--- config.mk ---
export PLATFORM = sky130hd
export DESIGN_NAME = ls_unit
export DESIGN_NICKNAME = d
export VERILOG_FILES = /design/src/rtl/ls_unit.sv
export SDC_FILE = /design/constraint.sdc
export NUM_CORES = 1
export LEC_CHECK = 0
export CAP_MARGIN = 10
export CELL_PAD_IN_SITES_DETAIL_PLACEMENT = 1
export CELL_PAD_IN_SITES_GLOBAL_PLACEMENT = 1
export CORE_ASPECT_RATIO = 2
export CORE_UTILIZATION = 30
export DETAILED_ROUTE_END_ITERATION = 8
export PLACE_DENSITY = 0.77
export SLEW_MARGIN = 10
export SYNTH_ARGS = -nofsm -noshare
export SYNTH_HDL_FRONTEND = slang
export SYNTH_SLANG_ARGS = --single-unit
--- constraint.sdc ---
create_clock -name clk -period 3.3 [get_ports clk]
set_input_delay 0.825 -clock clk [delete_from_list [all_inputs] [get_ports clk]]
set_output_delay 0.825 -clock clk [all_outputs]
set_load 0.05 [all_outputs]
--- src/rtl/ls_unit.sv ---
// ls_unit: load/store execution unit behind the scoreboard issue stage.
// Takes one memory instruction per issue broadcast, performs it through the
// memory controller LS port, and reports the result (or a store completion)
// on the writeback bus.
//
// Ports:
//   clk, rst              clock, synchronous active-high reset
//   sb_vacant             unit idle and able to accept an instruction
//   exe_*                 issue broadcast (valid, dest, pos, opt, funct, rd,
//                         imm, rs1, rs2)
//   mc_valid/we/addr/src  memory request (word-aligned), held until mc_done
//   mc_done, mc_data      memory completion pulse and read data
//   wb_valid/pos/rd/value writeback result, held until wb_ready
module ls_unit #(
  parameter int ADDR_WIDTH    = 32,
  parameter int DATA_WIDTH    = 32,
  parameter int SB_SIZE_WIDTH = 4,
  parameter int REG_WIDTH     = 5
) (
  input  logic                     clk,
  input  logic                     rst,
  output logic                     sb_vacant,
  input  logic                     exe_valid,
  input  logic                     exe_dest,
  input  logic [SB_SIZE_WIDTH-1:0] exe_pos,
  input  logic [6:0]               exe_opt,
  input  logic [2:0]               exe_funct,
  input  logic [REG_WIDTH-1:0]     exe_rd,
  input  logic [DATA_WIDTH-1:0]    exe_imm,
  input  logic [DATA_WIDTH-1:0]    exe_rs1,
  input  logic [DATA_WIDTH-1:0]    exe_rs2,
  output logic                     mc_valid,
  output logic                     mc_we,
  output logic [ADDR_WIDTH-1:0]    mc_addr,
  output logic [DATA_WIDTH-1:0]    mc_src,
  input  logic                     mc_done,
  input  logic [DATA_WIDTH-1:0]    mc_data,
  output logic                     wb_valid,
  input  logic                     wb_ready,
  output logic [SB_SIZE_WIDTH-1:0] wb_pos,
  output logic [REG_WIDTH-1:0]     wb_rd,
  output logic [DATA_WIDTH-1:0]    wb_value
);

  localparam logic [6:0] OPC_LOAD  = 7'b0000011;
  localparam logic [6:0] OPC_STORE = 7'b0100011;

  localparam logic [2:0] F_B  = 3'b000;
  localparam logic [2:0] F_H  = 3'b001;
  localparam logic [2:0] F_W  = 3'b010;
  localparam logic [2:0] F_BU = 3'b100;
  localparam logic [2:0] F_HU = 3'b101;

  typedef enum logic [2:0] {
    S_IDLE,
    S_LD,
    S_RMW_RD,
    S_ST,
    S_WB
  } state_e;

  state_e                   state_q, state_d;
  logic [SB_SIZE_WIDTH-1:0] pos_q, pos_d;
  logic [2:0]               funct_q, funct_d;
  logic [REG_WIDTH-1:0]     rd_q, rd_d;
  logic [DATA_WIDTH-1:0]    rs2_q, rs2_d;
  logic [1:0]               off_q, off_d;

  logic                     sb_vacant_q, sb_vacant_d;
  logic                     mc_valid_q, mc_valid_d;
  logic                     mc_we_q, mc_we_d;
  logic [ADDR_WIDTH-1:0]    mc_addr_q, mc_addr_d;
  logic [DATA_WIDTH-1:0]    mc_src_q, mc_src_d;
  logic                     wb_valid_q, wb_valid_d;
  logic [SB_SIZE_WIDTH-1:0] wb_pos_q, wb_pos_d;
  logic [REG_WIDTH-1:0]     wb_rd_q, wb_rd_d;
  logic [DATA_WIDTH-1:0]    wb_value_q, wb_value_d;

  // Issue-side decode
  logic [DATA_WIDTH-1:0] ea;
  logic                  ld_ok;
  logic                  st_ok;
  logic                  io_space;

  assign ea       = exe_rs1 + exe_imm;
  assign io_space = (ea[17:16] == 2'b11);
  assign ld_ok    = (exe_opt == OPC_LOAD) &&
                    (exe_funct inside {F_B, F_H, F_W, F_BU, F_HU});
  assign st_ok    = (exe_opt == OPC_STORE) &&
                    (exe_funct inside {F_B, F_H, F_W});

  // Memory-side lane handling, driven by the latched offset
  logic [4:0]            byte_sh;
  logic [4:0]            half_sh;
  logic [7:0]            ld_byte;
  logic [15:0]           ld_half;
  logic [DATA_WIDTH-1:0] ld_result;
  logic [DATA_WIDTH-1:0] byte_mask;
  logic [DATA_WIDTH-1:0] half_mask;
  logic [DATA_WIDTH-1:0] rmw_word;
  logic [DATA_WIDTH-1:0] io_src;

  assign byte_sh   = {off_q, 3'b000};
  assign half_sh   = {off_q[1], 4'b0000};
  assign ld_byte   = 8'(mc_data >> byte_sh);
  assign ld_half   = 16'(mc_data >> half_sh);
  assign byte_mask = DATA_WIDTH'(8'hFF) << byte_sh;
  assign half_mask = DATA_WIDTH'(16'hFFFF) << half_sh;

  always_comb begin
    ld_result = mc_data;
    case (funct_q)
      F_B:     ld_result = {{(DATA_WIDTH-8){ld_byte[7]}}, ld_byte};
      F_BU:    ld_result = {{(DATA_WIDTH-8){1'b0}}, ld_byte};
      F_H:     ld_result = {{(DATA_WIDTH-16){ld_half[15]}}, ld_half};
      F_HU:    ld_result = {{(DATA_WIDTH-16){1'b0}}, ld_half};
      default: ld_result = mc_data;
    endcase
  end

  // Only SB/SH ever reach the read-modify-write path, so funct[0] picks the lane width.
  always_comb begin
    if (funct_q[0] == 1'b0) begin
      rmw_word = (mc_data & ~byte_mask) | (DATA_WIDTH'(rs2_q[7:0]) << byte_sh);
    end else begin
      rmw_word = (mc_data & ~half_mask) | (DATA_WIDTH'(rs2_q[15:0]) << half_sh);
    end
  end

  always_comb begin
    case (exe_funct)
      F_B:     io_src = DATA_WIDTH'(exe_rs2[7:0]);
      F_H:     io_src = DATA_WIDTH'(exe_rs2[15:0]);
      default: io_src = exe_rs2;
    endcase
  end

  always_comb begin
    state_d    = state_q;
    pos_d      = pos_q;
    funct_d    = funct_q;
    rd_d       = rd_q;
    rs2_d      = rs2_q;
    off_d      = off_q;
    mc_valid_d = mc_valid_q;
    mc_we_d    = mc_we_q;
    mc_addr_d  = mc_addr_q;
    mc_src_d   = mc_src_q;
    wb_valid_d = wb_valid_q;
    wb_pos_d   = wb_pos_q;
    wb_rd_d    = wb_rd_q;
    wb_value_d = wb_value_q;

    unique case (state_q)
      S_IDLE: begin
        if (exe_valid && exe_dest) begin
          pos_d   = exe_pos;
          funct_d = exe_funct;
          rd_d    = exe_rd;
          rs2_d   = exe_rs2;
          off_d   = ea[1:0];
          if (ld_ok) begin
            state_d    = S_LD;
            mc_valid_d = 1'b1;
            mc_we_d    = 1'b0;
            mc_addr_d  = {ea[ADDR_WIDTH-1:2], 2'b00};
          end else if (st_ok) begin
            mc_valid_d = 1'b1;
            mc_addr_d  = {ea[ADDR_WIDTH-1:2], 2'b00};
            if (exe_funct == F_W || io_space) begin
              state_d  = S_ST;
              mc_we_d  = 1'b1;
              mc_src_d = io_src;
            end else begin
              state_d  = S_RMW_RD;
              mc_we_d  = 1'b0;
            end
          end else begin
            // Unsupported encoding: complete immediately without touching memory.
            state_d    = S_WB;
            wb_valid_d = 1'b1;
            wb_pos_d   = exe_pos;
            wb_rd_d    = '0;
            wb_value_d = '0;
          end
        end
      end

      S_LD: begin
        if (mc_valid_q && mc_done) begin
          state_d    = S_WB;
          mc_valid_d = 1'b0;
          wb_valid_d = 1'b1;
          wb_pos_d   = pos_q;
          wb_rd_d    = rd_q;
          wb_value_d = ld_result;
        end
      end

      S_RMW_RD: begin
        // The write request is raised from S_ST, leaving one idle cycle between requests.
        if (mc_valid_q && mc_done) begin
          state_d    = S_ST;
          mc_valid_d = 1'b0;
          mc_we_d    = 1'b1;
          mc_src_d   = rmw_word;
        end
      end

      S_ST: begin
        if (mc_valid_q && mc_done) begin
          state_d    = S_WB;
          mc_valid_d = 1'b0;
          mc_we_d    = 1'b0;
          wb_valid_d = 1'b1;
          wb_pos_d   = pos_q;
          wb_rd_d    = '0;
          wb_value_d = '0;
        end else begin
          mc_valid_d = 1'b1;
        end
      end

      S_WB: begin
        if (wb_ready) begin
          state_d    = S_IDLE;
          wb_valid_d = 1'b0;
        end
      end

      default: begin
        state_d    = S_IDLE;
        mc_valid_d = 1'b0;
        wb_valid_d = 1'b0;
      end
    endcase

    sb_vacant_d = (state_d == S_IDLE);
  end

  always_ff @(posedge clk) begin
    if (rst) begin
      state_q     <= S_IDLE;
      pos_q       <= '0;
      funct_q     <= '0;
      rd_q        <= '0;
      rs2_q       <= '0;
      off_q       <= '0;
      sb_vacant_q <= 1'b1;
      mc_valid_q  <= 1'b0;
      mc_we_q     <= 1'b0;
      mc_addr_q   <= '0;
      mc_src_q    <= '0;
      wb_valid_q  <= 1'b0;
      wb_pos_q    <= '0;
      wb_rd_q     <= '0;
      wb_value_q  <= '0;
    end else begin
      state_q     <= state_d;
      pos_q       <= pos_d;
      funct_q     <= funct_d;
      rd_q        <= rd_d;
      rs2_q       <= rs2_d;
      off_q       <= off_d;
      sb_vacant_q <= sb_vacant_d;
      mc_valid_q  <= mc_valid_d;
      mc_we_q     <= mc_we_d;
      mc_addr_q   <= mc_addr_d;
      mc_src_q    <= mc_src_d;
      wb_valid_q  <= wb_valid_d;
      wb_pos_q    <= wb_pos_d;
      wb_rd_q     <= wb_rd_d;
      wb_value_q  <= wb_value_d;
    end
  end

  assign sb_vacant = sb_vacant_q;
  assign mc_valid  = mc_valid_q;
  assign mc_we     = mc_we_q;
  assign mc_addr   = mc_addr_q;
  assign mc_src    = mc_src_q;
  assign wb_valid  = wb_valid_q;
  assign wb_pos    = wb_pos_q;
  assign wb_rd     = wb_rd_q;
  assign wb_value  = wb_value_q;

endmodule

==> results_dict.tcl <==
set metrics [dict create \
    skew_ns 0.0114 \
    worstPathMaxFanout 6 \
    dieArea_sq_um 28300 \
    wl_mm 34.9 \
    p_seq_share_pct 36.5 \
    powerDensity_nw_per_um2 383 \
    yosysWarnings 0 \
    firstDrtPassIters 4 \
    seq_area_frac_synth_pct 33.9 \
    grt_pass1_wl_mm 53.5 \
    postRouteAntennaNets 0 \
    nFillCells 3263 \
    crit_type "in -> reg" \
    max_freq_ghz 0.306 \
    cts.clk_slew.worst_paths_ns 0.06 \
    setup_viol 0 \
    p_comb_share_pct 23.1 \
    setup_tns_ns 0 \
    synth_flop_cell "dfxtp_1" \
    multiInputGateArea_sq_um 5200 \
    dp_hpwl_mm 27.3 \
    die_x_microns 119 \
    core_area_sq_um 27000 \
    numCtsBuffers 17 \
    gp_congestion 0.892 \
    status "completed" \
    cap_violations 0 \
    nets 1532 \
    synth_area_sq_um 8280 \
    peakVddDrop_v 0.000295 \
    cp.required_ns 3.61 \
    rows 85 \
    ys_seq_elements 140 \
    power.clock.fraction_pct 40.4 \
    start_util_pct 30.6 \
    overflow 0 \
    p_switching_w 0.00138 \
    synth-edff-count 0 \
    dp_slack_ns -0.599 \
    seqCellArea_sq_um 2800 \
    fin_crit_sh_pct 99.1 \
    finalHoldViolCount 0 \
    die_h_microns 237 \
    clock-sinks 140 \
    avgViaCountPerCell 5.39 \
    io_buffers 259 \
    diodes 0 \
    slew_headroom_pct 52.9 \
    r2r-start "state_q[1]" \
    dr_total_vias 9196 \
    drtIter0Drc 340 \
    clk_latency_ns 0.44 \
    syn_inst 1057 \
    final_max_slew_viol_count 0 \
    endpoint_kind "flop" \
    fin_cells 1707 \
    synth.distinct_cells 73 \
    synthArstFlopShare_pct 0 \
    min_from "wb_value[25]" \
    power_leakage_nw 4.54 \
    grt.total_usage_pct 24.6 \
    wl_per_cell_microns 20.5 \
    root_buffer "clkbuf_16" \
    drive_above_1_share_pct 14.9 \
    crit_start "exe_imm[4]" \
    clk_path_buf_depth 2 \
    finalPower_w 0.00477 \
    cp-start-kind "input pin" \
    arrival_ns 3.58 \
    finalWorstSetupSlack_ns 0.0292 \
    drc 0 \
    internal_power_w 0.00339 \
    power_switching_share_pct 28.9 \
    first_global_vias 9811 \
    htreeDepth 4 \
    syn_to_final_growth_pct 50.3 \
    syn_avg_cell_area_sq_um 7.83 \
    tritoncts "done" \
    grt_max_degree 54 \
    io_pins 262 \
    period_needed_ns 3.27 \
    hold_buffers 0 \
    hold_path.class "reg -> reg" \
    antenna_found_initial 0 \
    tightestPinTransition_ns 0.705 \
    dp_cells 1673 \
]
[cell usage in the layout (no fill, tap or decap), types with 4 or more instances in the layout]
cell type        Yosys  layout
nor3b_1             12      12
and4_1               5       5
clkdlybuf4s50_1      0     258
clkinvlp_4           0       4
mux2i_1             13      13
a21o_1              15      15
inv_1               10      10
nand3b_1             9       9
nand4_1              5       5
a21oi_2              5       8
buf_4                5      89
and3_1               4       4
a31oi_1             20      19
or2_2                4       4
dfxtp_1            140     140
buf_12               0       5
o2111ai_1            7       7
a211oi_1            55      43
o22ai_1             18      17
xnor2_1             15      14
xor2_1               9       9
o21ai_1             13      14
nor2_1              67      65
nand3_1             37      37
nor3_1               7       7
ha_1                31      30
a21oi_1            145     142
clkbuf_16            0      18
o21ai_0             45      44
mux2_2               7       7
nand2_1            176     175
a22oi_1              8       8
a211oi_2            21      32
nand2b_1            11      11
or3_1                5       5
[flip-flops by register name, summed over array words and instances, names as in the netlist, 2 cells and up]
register  cells
mc_src       32
wb_value     32
mc_addr      30
rs2_q        16
rd_q          5
wb_rd         5
pos_q         4
wb_pos        4
funct_q       3
state_q       3
off_q         2
[layout make-up]
class,count,share of cell area (%)
Tap cell,348,3.50
Sequential cell,140,22.5
Timing Repair Buffer,354,27.2
Inverter,10,0.302
Multi-Input combinational cell,824,41.8
Clock buffer,21,3.70
Clock inverter,10,0.945
[through the flow]
step           area [sq um]  hold WS [ns]  utilization (%)
2_1_floorplan          8280         0.436                -
3_3_place_gp          11700         0.438             43.2
3_5_place_dp          11700         0.444             43.2
4_1_cts               12300         0.453             45.5
5_1_grt               12400         0.469             46.1
6_report              12400         0.450             46.1
[logic make-up (layout without fill, tap and decap cells)]
group,after synthesis,count (layout),synth area share (%)
adders and majority gates,32,32,4.93
xor gates and xnor gates,24,24,2.54
DFF,140,140,33.9
AOI/OAI and AO/OA,386,387,30.7
buffers and inverters,95,395,5.20
muxes,21,21,2.80
other,1,2,0.0453
and+or+nand+nor,358,358,19.9
[worst max-delay path, cell delays in order]
cell and delay (ns):
clkdlybuf4s50_1 0.43, ha_1 0.34, buf_4 0.17, a21oi_2 0.18, nand2_2 0.11, nor3_4 0.20, o21ai_2 0.10, a31oi_2 0.28
xnor2_2 0.12, a22o_4 0.29, buf_4 0.18, a211oi_1 0.28, a211oi_2 0.08
[final timing paths]
kind                                     end  slack (ns)  cells after the start
worst min-delay path            wb_value[25]        0.45                      2
worst max-delay path              mc_src[12]        0.03                     13
worst max register to register    mc_src[25]        0.89                      7
worst min register to register  wb_value[25]        0.45                      2
[synthesized netlist by cell type, types with 6 or more instances]
cell,number,area share [%]
clkbuf_1,64,2.9
xor2_1,9,0.95
buf_6,6,0.82
nor2_1,67,3.0
ha_1,31,4.7
dfxtp_1,140,34
mux2i_1,13,1.6
xnor2_1,15,1.6
o22ai_1,18,1.4
o21ai_1,13,0.79
a211oi_2,21,3.2
nand3_1,37,2.2
nand3b_1,9,0.82
o2111ai_1,7,0.74
mux2_2,7,0.95
nor3_1,7,0.42
a22oi_1,8,0.73
a21oi_1,145,8.8
nand2_1,176,8.0
a211oi_1,55,5.0
inv_1,10,0.45
nor3b_1,12,1.1
nand2b_1,11,0.83
a31oi_1,20,1.5
o21ai_0,45,2.7
buf_2,7,0.42
a21o_1,15,1.4
[routing by layer]
| layer | track usage (%) | share of wire, % |
|---|---|---|
| met3 | 5.68 | 4.7 |
| met5 | 0 | 0 |
| met1 | 22.6 | 34 |
| met4 | 16.2 | 6.1 |
| met2 | 47.2 | 55 |
[repair_timing]
action                                  4_1_cts  5_1_grt
gates resized for setup                       6       26
buffers inserted                              0        1
endpoints found under the setup margin       35       39
gates cloned                                  1        1
pin swaps                                     1       10
[power groups by stage]
stage          Combinational [W]  Clock (W)  Sequential, W
4_1_cts                  0.00105    0.00197        0.00174
3_3_place_gp             0.00101          0        0.00178
5_1_grt                  0.00118    0.00203        0.00174
3_5_place_dp             0.00103          0        0.00178
2_1_floorplan           0.000532          0        0.00179
6_report                 0.00110    0.00192        0.00174
(Power assumes the default switching activity.)
